[src/rtl/instr_fetch_if.sv]
// Instruction-memory read port: request/acknowledge handshake between the
// fetch stage (master) and instruction memory (slave).
interface instr_fetch_if;
    logic        mem_req;
    logic [31:0] mem_addr;
    logic        mem_ack;
    logic [31:0] mem_rdata;

    modport master (
        output mem_req,
        output mem_addr,
        input  mem_ack,
        input  mem_rdata
    );

    modport slave (
        input  mem_req,
        input  mem_addr,
        output mem_ack,
        output mem_rdata
    );
endinterface

[src/rtl/instr_fetch.sv]
// Instruction fetch stage: owns the PC, reads words through the memory
// handshake and hands each one to the decoder with a one-cycle enable_I.
// Redirects flush everything in flight; a request that is still outstanding
// when a redirect arrives is allowed to finish (DRAIN) and its data dropped.
module instr_fetch #(
    parameter logic [31:0] RESET_PC = 32'h0000_0000
) (
    input  logic                 clk,
    input  logic                 reset,
    instr_fetch_if.master        mem,
    input  logic                 stall,
    input  logic                 redirect,
    input  logic [31:0]          redirect_pc,
    output logic [31:0]          instr,
    output logic                 enable_I,
    output logic [31:0]          pc_out
);

    typedef enum logic [1:0] {
        IDLE  = 2'd0,
        FETCH = 2'd1,
        HOLD  = 2'd2,
        DRAIN = 2'd3
    } state_t;

    localparam logic [31:0] WORD_MASK = ~32'h0000_0003;

    state_t      state_q;
    state_t      state_d;

    logic [31:0] pc_q;
    logic [31:0] hold_buf_q;
    logic [31:0] stale_addr_q;

    logic [31:0] redirect_target;
    logic        deliver_direct;
    logic        capture_to_hold;
    logic        release_hold;
    logic        start_drain;

    // Byte-offset bits of a redirect target are meaningless for word fetches.
    assign redirect_target = redirect_pc & WORD_MASK;

    // State register.
    always_ff @(posedge clk) begin
        // NOTE: sequential state is written with <= so every register sees the
        // pre-edge values of the others, independent of statement order.
        if (reset) begin
            state_q <= IDLE;
        end else begin
            state_q <= state_d;
        end
    end

    // Next-state logic: redirect outranks stall and ack in every state.
    always_comb begin
        // NOTE: a default for every always_comb output keeps any branch that
        // forgets an assignment from turning into a latch.
        state_d = state_q;
        unique case (state_q)
            IDLE: begin
                state_d = FETCH;
            end
            FETCH: begin
                if (redirect) begin
                    state_d = mem.mem_ack ? FETCH : DRAIN;
                end else if (mem.mem_ack && stall) begin
                    state_d = HOLD;
                end
            end
            HOLD: begin
                if (redirect || !stall) begin
                    state_d = FETCH;
                end
            end
            DRAIN: begin
                // The stale request finishing frees the port, whether or not a
                // further redirect arrives in the same cycle.
                if (mem.mem_ack) begin
                    state_d = FETCH;
                end
            end
            default: begin
                state_d = IDLE;
            end
        endcase
    end

    // Output and datapath-control decode from the current state.
    always_comb begin
        mem.mem_req     = 1'b0;
        mem.mem_addr    = pc_q;
        deliver_direct  = 1'b0;
        capture_to_hold = 1'b0;
        release_hold    = 1'b0;
        start_drain     = 1'b0;
        unique case (state_q)
            IDLE: begin
                mem.mem_req = 1'b0;
            end
            FETCH: begin
                mem.mem_req     = 1'b1;
                mem.mem_addr    = pc_q;
                deliver_direct  = mem.mem_ack && !redirect && !stall;
                capture_to_hold = mem.mem_ack && !redirect &&  stall;
                start_drain     = !mem.mem_ack && redirect;
            end
            HOLD: begin
                release_hold = !redirect && !stall;
            end
            DRAIN: begin
                // The abandoned request keeps its original address until acked.
                mem.mem_req  = 1'b1;
                mem.mem_addr = stale_addr_q;
            end
            default: begin
                mem.mem_req = 1'b0;
            end
        endcase
    end

    // Datapath: PC, hold buffer, stale address and the decoder-facing outputs.
    always_ff @(posedge clk) begin
        if (reset) begin
            pc_q         <= RESET_PC & WORD_MASK;
            // NOTE: the hold buffer is a single word, so it is reset along with
            // the rest of the state; only true memory arrays skip reset.
            hold_buf_q   <= '0;
            stale_addr_q <= '0;
            instr        <= '0;
            pc_out       <= '0;
            enable_I     <= 1'b0;
        end else begin
            enable_I <= 1'b0;
            if (redirect) begin
                pc_q       <= redirect_target;
                hold_buf_q <= '0;
                if (start_drain) begin
                    stale_addr_q <= pc_q;
                end
            end else begin
                if (deliver_direct) begin
                    instr    <= mem.mem_rdata;
                    pc_out   <= pc_q;
                    enable_I <= 1'b1;
                    pc_q     <= pc_q + 32'd4;
                end
                if (capture_to_hold) begin
                    hold_buf_q <= mem.mem_rdata;
                    pc_q       <= pc_q + 32'd4;
                end
                if (release_hold) begin
                    // pc already advanced past the buffered word when it was captured.
                    instr    <= hold_buf_q;
                    pc_out   <= pc_q - 32'd4;
                    enable_I <= 1'b1;
                end
            end
        end
    end

    // A request is never withdrawn or retargeted before it is acknowledged.
    a_req_held : assert property (@(posedge clk) disable iff (reset)
        (mem.mem_req && !mem.mem_ack) |=> (mem.mem_req && $stable(mem.mem_addr)));

    // Requests are always word-aligned.
    a_addr_aligned : assert property (@(posedge clk) disable iff (reset)
        mem.mem_req |-> (mem.mem_addr[1:0] == 2'b00));

endmodule
[src/flat_wrapper.sv]
// flat-port wrapper written by rule: the top's interface ports become plain ports
module instr_fetch_flat 
#(
    parameter logic [31:0] RESET_PC = 32'h0000_0000
)
  (clk, reset, stall, redirect, redirect_pc, instr, enable_I, pc_out, mem_mem_req, mem_mem_addr, mem_mem_ack, mem_mem_rdata);
  instr_fetch_if mem_i ();
  input  logic clk;
  input  logic reset;
  input  logic stall;
  input  logic redirect;
  input  logic [31:0] redirect_pc;
  output logic [31:0] instr;
  output logic enable_I;
  output logic [31:0] pc_out;
  output wire logic [$bits(mem_i.mem_req)-1:0] mem_mem_req;
  output wire logic [$bits(mem_i.mem_addr)-1:0] mem_mem_addr;
  input wire logic [$bits(mem_i.mem_ack)-1:0] mem_mem_ack;
  input wire logic [$bits(mem_i.mem_rdata)-1:0] mem_mem_rdata;
  assign mem_mem_req = mem_i.mem_req;
  assign mem_mem_addr = mem_i.mem_addr;
  assign mem_i.mem_ack = mem_mem_ack;
  assign mem_i.mem_rdata = mem_mem_rdata;
  instr_fetch #(.RESET_PC(RESET_PC)) u_core (.clk(clk), .reset(reset), .mem(mem_i), .stall(stall), .redirect(redirect), .redirect_pc(redirect_pc), .instr(instr), .enable_I(enable_I), .pc_out(pc_out));
endmodule
[config.mk]
export PLATFORM = sky130hd
export DESIGN_NAME = instr_fetch_flat
export DESIGN_NICKNAME = d
export VERILOG_FILES = /design/src/rtl/instr_fetch_if.sv /design/src/rtl/instr_fetch.sv /design/src/flat_wrapper.sv
export SDC_FILE = /design/constraint.sdc
export NUM_CORES = 1
export LEC_CHECK = 0
export CORE_AREA = 2 2 147 149
export CTS_CLUSTER_SIZE = 10
export DETAILED_ROUTE_END_ITERATION = 8
export DIE_AREA = 0 0 149 151
export MAX_ROUTING_LAYER = met4
export PLACE_DENSITY = 0.62
export SLEW_MARGIN = 20
export SYNTH_ARGS = -nofsm -noshare
export SYNTH_HDL_FRONTEND = slang
export SYNTH_SLANG_ARGS = --single-unit
export TNS_END_PERCENT = 30
[constraint.sdc]
create_clock -name clk -period 3.95 [get_ports clk]
set_input_delay 0.9875 -clock clk [delete_from_list [all_inputs] [get_ports clk]]
set_output_delay 0.9875 -clock clk [all_outputs]
set_load 0.02 [all_outputs]
== Yosys cells after proc, flatten, opt, wreduce, memory -nomap -nowiden ==
Index checks and enable logic that the tools add are counted.

* Input port bits: 69
* Output and inout bits: 98
* Register bits: 163
* Word-level logic and storage cells: 57

* $add $sub $neg: 2
* Reductions and logical operators: 19
* Mux-type cells: 21
* Bitwise logic cells: 1
* Eq/ne operators: 6

{| class="wikitable"
|+ Operators with widths
! operator !! count
|-
| $mux W32 || 8
|-
| $add A32 B3 Y32 const B || 1
|-
| $sub A32 B3 Y32 const B || 1
|-
| $mux W2 || 5
|-
| $pmux W2 S4 || 1
|-
| $mux W1 || 7
|-
| $logic_and A1 B1 Y1 || 6
|-
| $eq A2 B2 Y1 const B || 2
|-
| $reduce_and A2 Y1 || 2
|-
| $reduce_bool A2 Y1 || 2
|-
| $reduce_or A2 Y1 || 2
|-
| $logic_not A1 Y1 || 3
|-
| $ne A3 B2 Y1 const B || 1
|-
| $reduce_and A3 Y1 || 1
|-
| $reduce_bool A3 Y1 || 1
|-
| $eq A2 B1 Y1 const B || 1
|-
| $logic_not A2 Y1 || 1
|-
| $ne A2 B1 Y1 const B || 1
|-
| $ne A2 B2 Y1 const B || 1
|-
| $logic_or A1 B1 Y1 || 1
|-
| $not A1 Y1 || 1
|}

== Longest topological paths before layout ==
* Depth after elaboration: 7
* Gate-level depth with buffers: 9
* Mapped depth without buffers: 7

== Least setup slack after synthesis ==
Ideal clock, no wire load.

* Path kind: input-to-reg
* From: input port stall
* To: register u_core.pc_out[27]
* Cell stages on the path: 5
* Buffers on the path: 0
* Arrival: 2,930 ps
* Data required time: 3,859 ps
* Library setup time: 91 ps
* Slack: 929 ps
* Path through: nor4b_1 > nand2_1 > or4_4 > or4_1 > a311oi_1

* Word-level cells in the longest chain between the ends: 5

{| class="wikitable"
|+ Ends and longest elaborated chain
! element !! line !! source
|-
| start, declared || flat_wrapper.sv:10 || <nowiki>input logic stall;</nowiki>
|-
| $logic_not A1 Y1 (*) || instr_fetch.sv:104, instr_fetch.sv:109 ||
|-
| $logic_and A1 B1 Y1 (on tied branches) || instr_fetch.sv:109, instr_fetch.sv:104 ||
|-
| $mux W1 || instr_fetch.sv:97 || <nowiki>unique case (state_q)</nowiki>
|-
| $reduce_bool A2 Y1 (no source line) || - ||
|-
| $reduce_and A2 Y1 (no source line) || - ||
|-
| end signal, assigned || instr_fetch.sv:144 || <nowiki>pc_out <= pc_q;</nowiki>
|-
| end signal, assigned || instr_fetch.sv:155 || <nowiki>pc_out <= pc_q - 32'd4;</nowiki>
|-
| end, declared || instr_fetch.sv:16 || <nowiki>output logic [31:0] pc_out</nowiki>
|}

Every way passes the cells marked *; elsewhere a longest branch is shown, timed or not.
A chain may end at the register's enable or synchronous reset.

== Worst setup path after layout ==
* From: register u_core.state_q[0]
* To: output port mem_mem_addr[31]

* Word-level cells in the longest chain between the ends: 2

{| class="wikitable"
|+ Ends and longest elaborated chain
! element !! line !! source
|-
| start, declared || instr_fetch.sv:28 || <nowiki>state_t state_q;</nowiki>
|-
| start signal, assigned || instr_fetch.sv:51 || <nowiki>state_q <= state_d;</nowiki>
|-
| $eq A2 B2 Y1 || instr_fetch.sv:97 ||
|-
| $mux W32 || instr_fetch.sv:97 ||
|-
| end, declared || flat_wrapper.sv:17 || <nowiki>output wire logic [$bits(mem_i.mem_addr)-1:0] mem_mem_addr;</nowiki>
|}

No other way between the ends.

==> results.ini <==
[yosys]
synth_ff_type=dfxtp_1
synth.area.top_cells=dfxtp_1 42%, nand2_1 8.0%, a21oi_1 5.7%
synth-seq-area-share_pct=42.5
async_flop_share_pct=0
ys_types=45
avgSynthCellArea_um2=8.22
synth_edf_count=0
syn_area_um2=7400
yosysTopAreaCell=dfxtp_1
netlist_instances=901
ys_ff_latch=157
yosysWarnings=0
yosys.area.top_type_share_pct=42.5

[power]
p_per_area_nw_per_um2=397
p_leak_nw=3.25
vdd_drop_max_v=0.000278
p_total_w=0.00388

[routing]
postRouteAntennaNets=0
drtIter0Drc=349
wl_per_cell_um=16.0
drcViolationCount=0
routed_wl_mm=20.9
viasPerCell=5.04
vias=6554
first_pass_iters=4

[clocking]
clkSlewWorstSetupHoldPaths_ns=0.07
cts_tree=built
clock_sinks=157
clk_path_buf_depth=2
clock_latency_ns=0.43
post_cts.repair.setup_buffers=0
h-tree-depth=4
cts_root_buf=clkbuf_16
numCtsBuffers=17
postCtsHoldBufs=0
post_cts_resized=0

[finish]
fillers=2083
layout.cells.most_common_list=158 x clkdlybuf4s50_1, 157 x nand2_1, 157 x dfxtp_1
area_delta_synth_final_pct=32.0
stdcell_count=1300
regArea_um2=3140
fin_nets=1083
multiInputGateArea_um2=3860
diodes=0
drive_above_1_share_pct=8.98
final_common_cell=clkdlybuf4s50_1

[floorplanning]
io_pins=167
dieArea_um2=22500
coreArea_um2=20800
die_w_um=149
die_h_um=151
start_util_pct=35.5
fp-row-count=53

[critical_path]
worstSetupPathType=flip-flop to output pin
crit_required_ns=2.96
max_stage_delay_ns=0.59
r2r_start=u_core.pc_q[12]$_SDFFE_PP0P_
reg2reg_depth=6
critPathLaunchType=flip-flop
timing.rr.end=u_core.pc_out[27]$_SDFFE_PP0P_
path_buf_inv=2
slowest_stage=clkdlybuf4s50_1
crit_path_cell_trace=nand2_1, buf_4, mux2_2, clkdlybuf4s50_1
ff2ff_setup_slack_ns=1.12
crit_path_end_kind=output pin
arrival_ns=2.28
path_max_fanout=21
critPathTopFamily=buffers and inverters

[sta]
slew_viol_final=0
period_share_pct=82.8
worst_slew_margin_rel_pct=44.8
min_period_ns=3.27
rsz0062_at_grt=no
finClkSkew_ns=0.0101
setup_viol=0
setup_tns_ns=0
tightest_slew_ns=0.829
hold_viol_final=0
fmax_ghz=0.306

[outcome]
outcome=completed

[place]
dpl.hpwl_mm=14.0
portBuffers=160
place_congestion=0.789
dp_cells=1268

[grt]
grt_max_degree=74
antenna_found_initial=0
grt_first_pass_wirelength_mm=33.3
grt-ovfl-total=0
grt_pass1_vias=6322
grt_usage_pct=19.4

[min_path]
min_from=u_core.stale_addr_q[3]$_SDFFE_PP0P_
worstHoldPathCells=2
min_to=u_core.stale_addr_q[3]$_SDFFE_PP0P_
hp-class=flip-flop to flip-flop

[run]
max_cap_violations=0

worst max path at each step:
stage                                              start                             end  slack [ns]  cells after the start
after floorplan                                    stall  u_core.pc_out[27]$_SDFFE_PP0P_        0.93                      5
after global placement                       mem_mem_ack    u_core.pc_q[31]$_SDFFE_PP0P_        0.66                      6
after detailed placement                           stall  u_core.pc_out[30]$_SDFFE_PP0P_        0.64                      6
after CTS                 u_core.state_q[0]$_SDFFE_PP0P_                mem_mem_addr[31]        0.64                      4
after global routing      u_core.state_q[0]$_SDFFE_PP0P_                mem_mem_addr[31]        0.53                      4
final                     u_core.state_q[0]$_SDFFE_PP0P_                mem_mem_addr[31]        0.68                      4
cell type report:
type	instances	share of cell area, %
Clock buffer	17	4.35
Sequential cell	157	32.2
Clock inverter	15	1.73
Multi-Input combinational cell	639	39.5
Tap cell	275	3.52
Timing Repair Buffer	180	18.1
Inverter	17	0.653
per-stage QoR:
step | utilization, % | hold slack, ns | cell area (um2) | setup slack [ns]
finish | 46.9 | 0.454 | 9770 | 0.678
global route | 46.9 | 0.469 | 9770 | 0.529
global placement | 44.1 | 0.439 | 9180 | 0.664
floorplan | - | 0.434 | 7410 | 0.929
detailed placement | 44.1 | 0.445 | 9180 | 0.637
CTS | 46.9 | 0.454 | 9770 | 0.644
logic make-up (layout without fill, tap and decap cells):
group	count (synthesis)	in the layout	synth area share (%)
buffers and inverters	108	229	5.88
adder cells (fa/ha/maj)	2	2	0.338
multiplexers	72	72	10.2
flip-flops	157	157	42.5
AND/OR/NAND/NOR	338	338	20.8
XOR/XNOR	46	46	5.44
other	1	4	0.0507
AO/OA/AOI/OAI	177	177	14.8
cell usage after synthesis, types with 2 or more instances:
master and instances:
o21a_1 11, and4_1 3, nand2_1 157, and3b_1 2, nor2b_1 4, nand3_1 7, or4_1 8, a311oi_1 6
xor2_1 18, buf_1 3, nor4b_1 2, or4_4 2, nor4_1 21, nor3b_1 3, or2_2 3, nand3b_1 2
a21o_1 2, nand4b_1 2, or3_1 12, nor2_1 80, dfxtp_1 157, nand2b_1 3, a21oi_1 84, nand4_1 7
clkbuf_1 79, buf_4 5, mux2_2 30, inv_1 17, o21ai_0 15, buf_2 3, o31ai_1 2, mux2i_1 42
a211oi_1 52, and3_1 2, ha_1 2, nor3_1 17, xnor2_1 28
power breakdown:
| part | leakage, nW | switching (W) | internal (W) |
|---|---|---|---|
| logic | 1.69 | 0.000262 | 0.000244 |
| registers | 1.28 | 0.0000727 | 0.00164 |
| clock network | 0.290 | 0.000758 | 0.000903 |
| total | 3.25 | 0.00109 | 0.00278 |
per-layer routing:
metal | vias up | wire, um | GRT usage [%]
met5 | - | 0 | -
met4 | 0 | 358 | 5.81
met3 | 27 | 1350 | 5.75
met2 | 162 | 9580 | 30.4
met1 | 3032 | 9570 | 24.4
li1 | 3333 | - | -
sequential cells by signal (all words and copies together), names as in the netlist:
name and cells:
u_core.state_q 2, u_core.pc_q 30, u_core.stale_addr_q 30, u_core.hold_buf_q 32, u_core.instr 32, u_core.pc_out 30, u_core.enable_I 1
worst register-to-register path, delay by kind of cell, from the launching register on:
kind | cells | cell delay (ns)
and+or+nand+nor | 4 | 1.88
DFF | 1 | 0.40
AOI/OAI and AO/OA | 1 | 0.26
buffers and inverters | 1 | 0.19
Power figures use the tool's default switching activity.
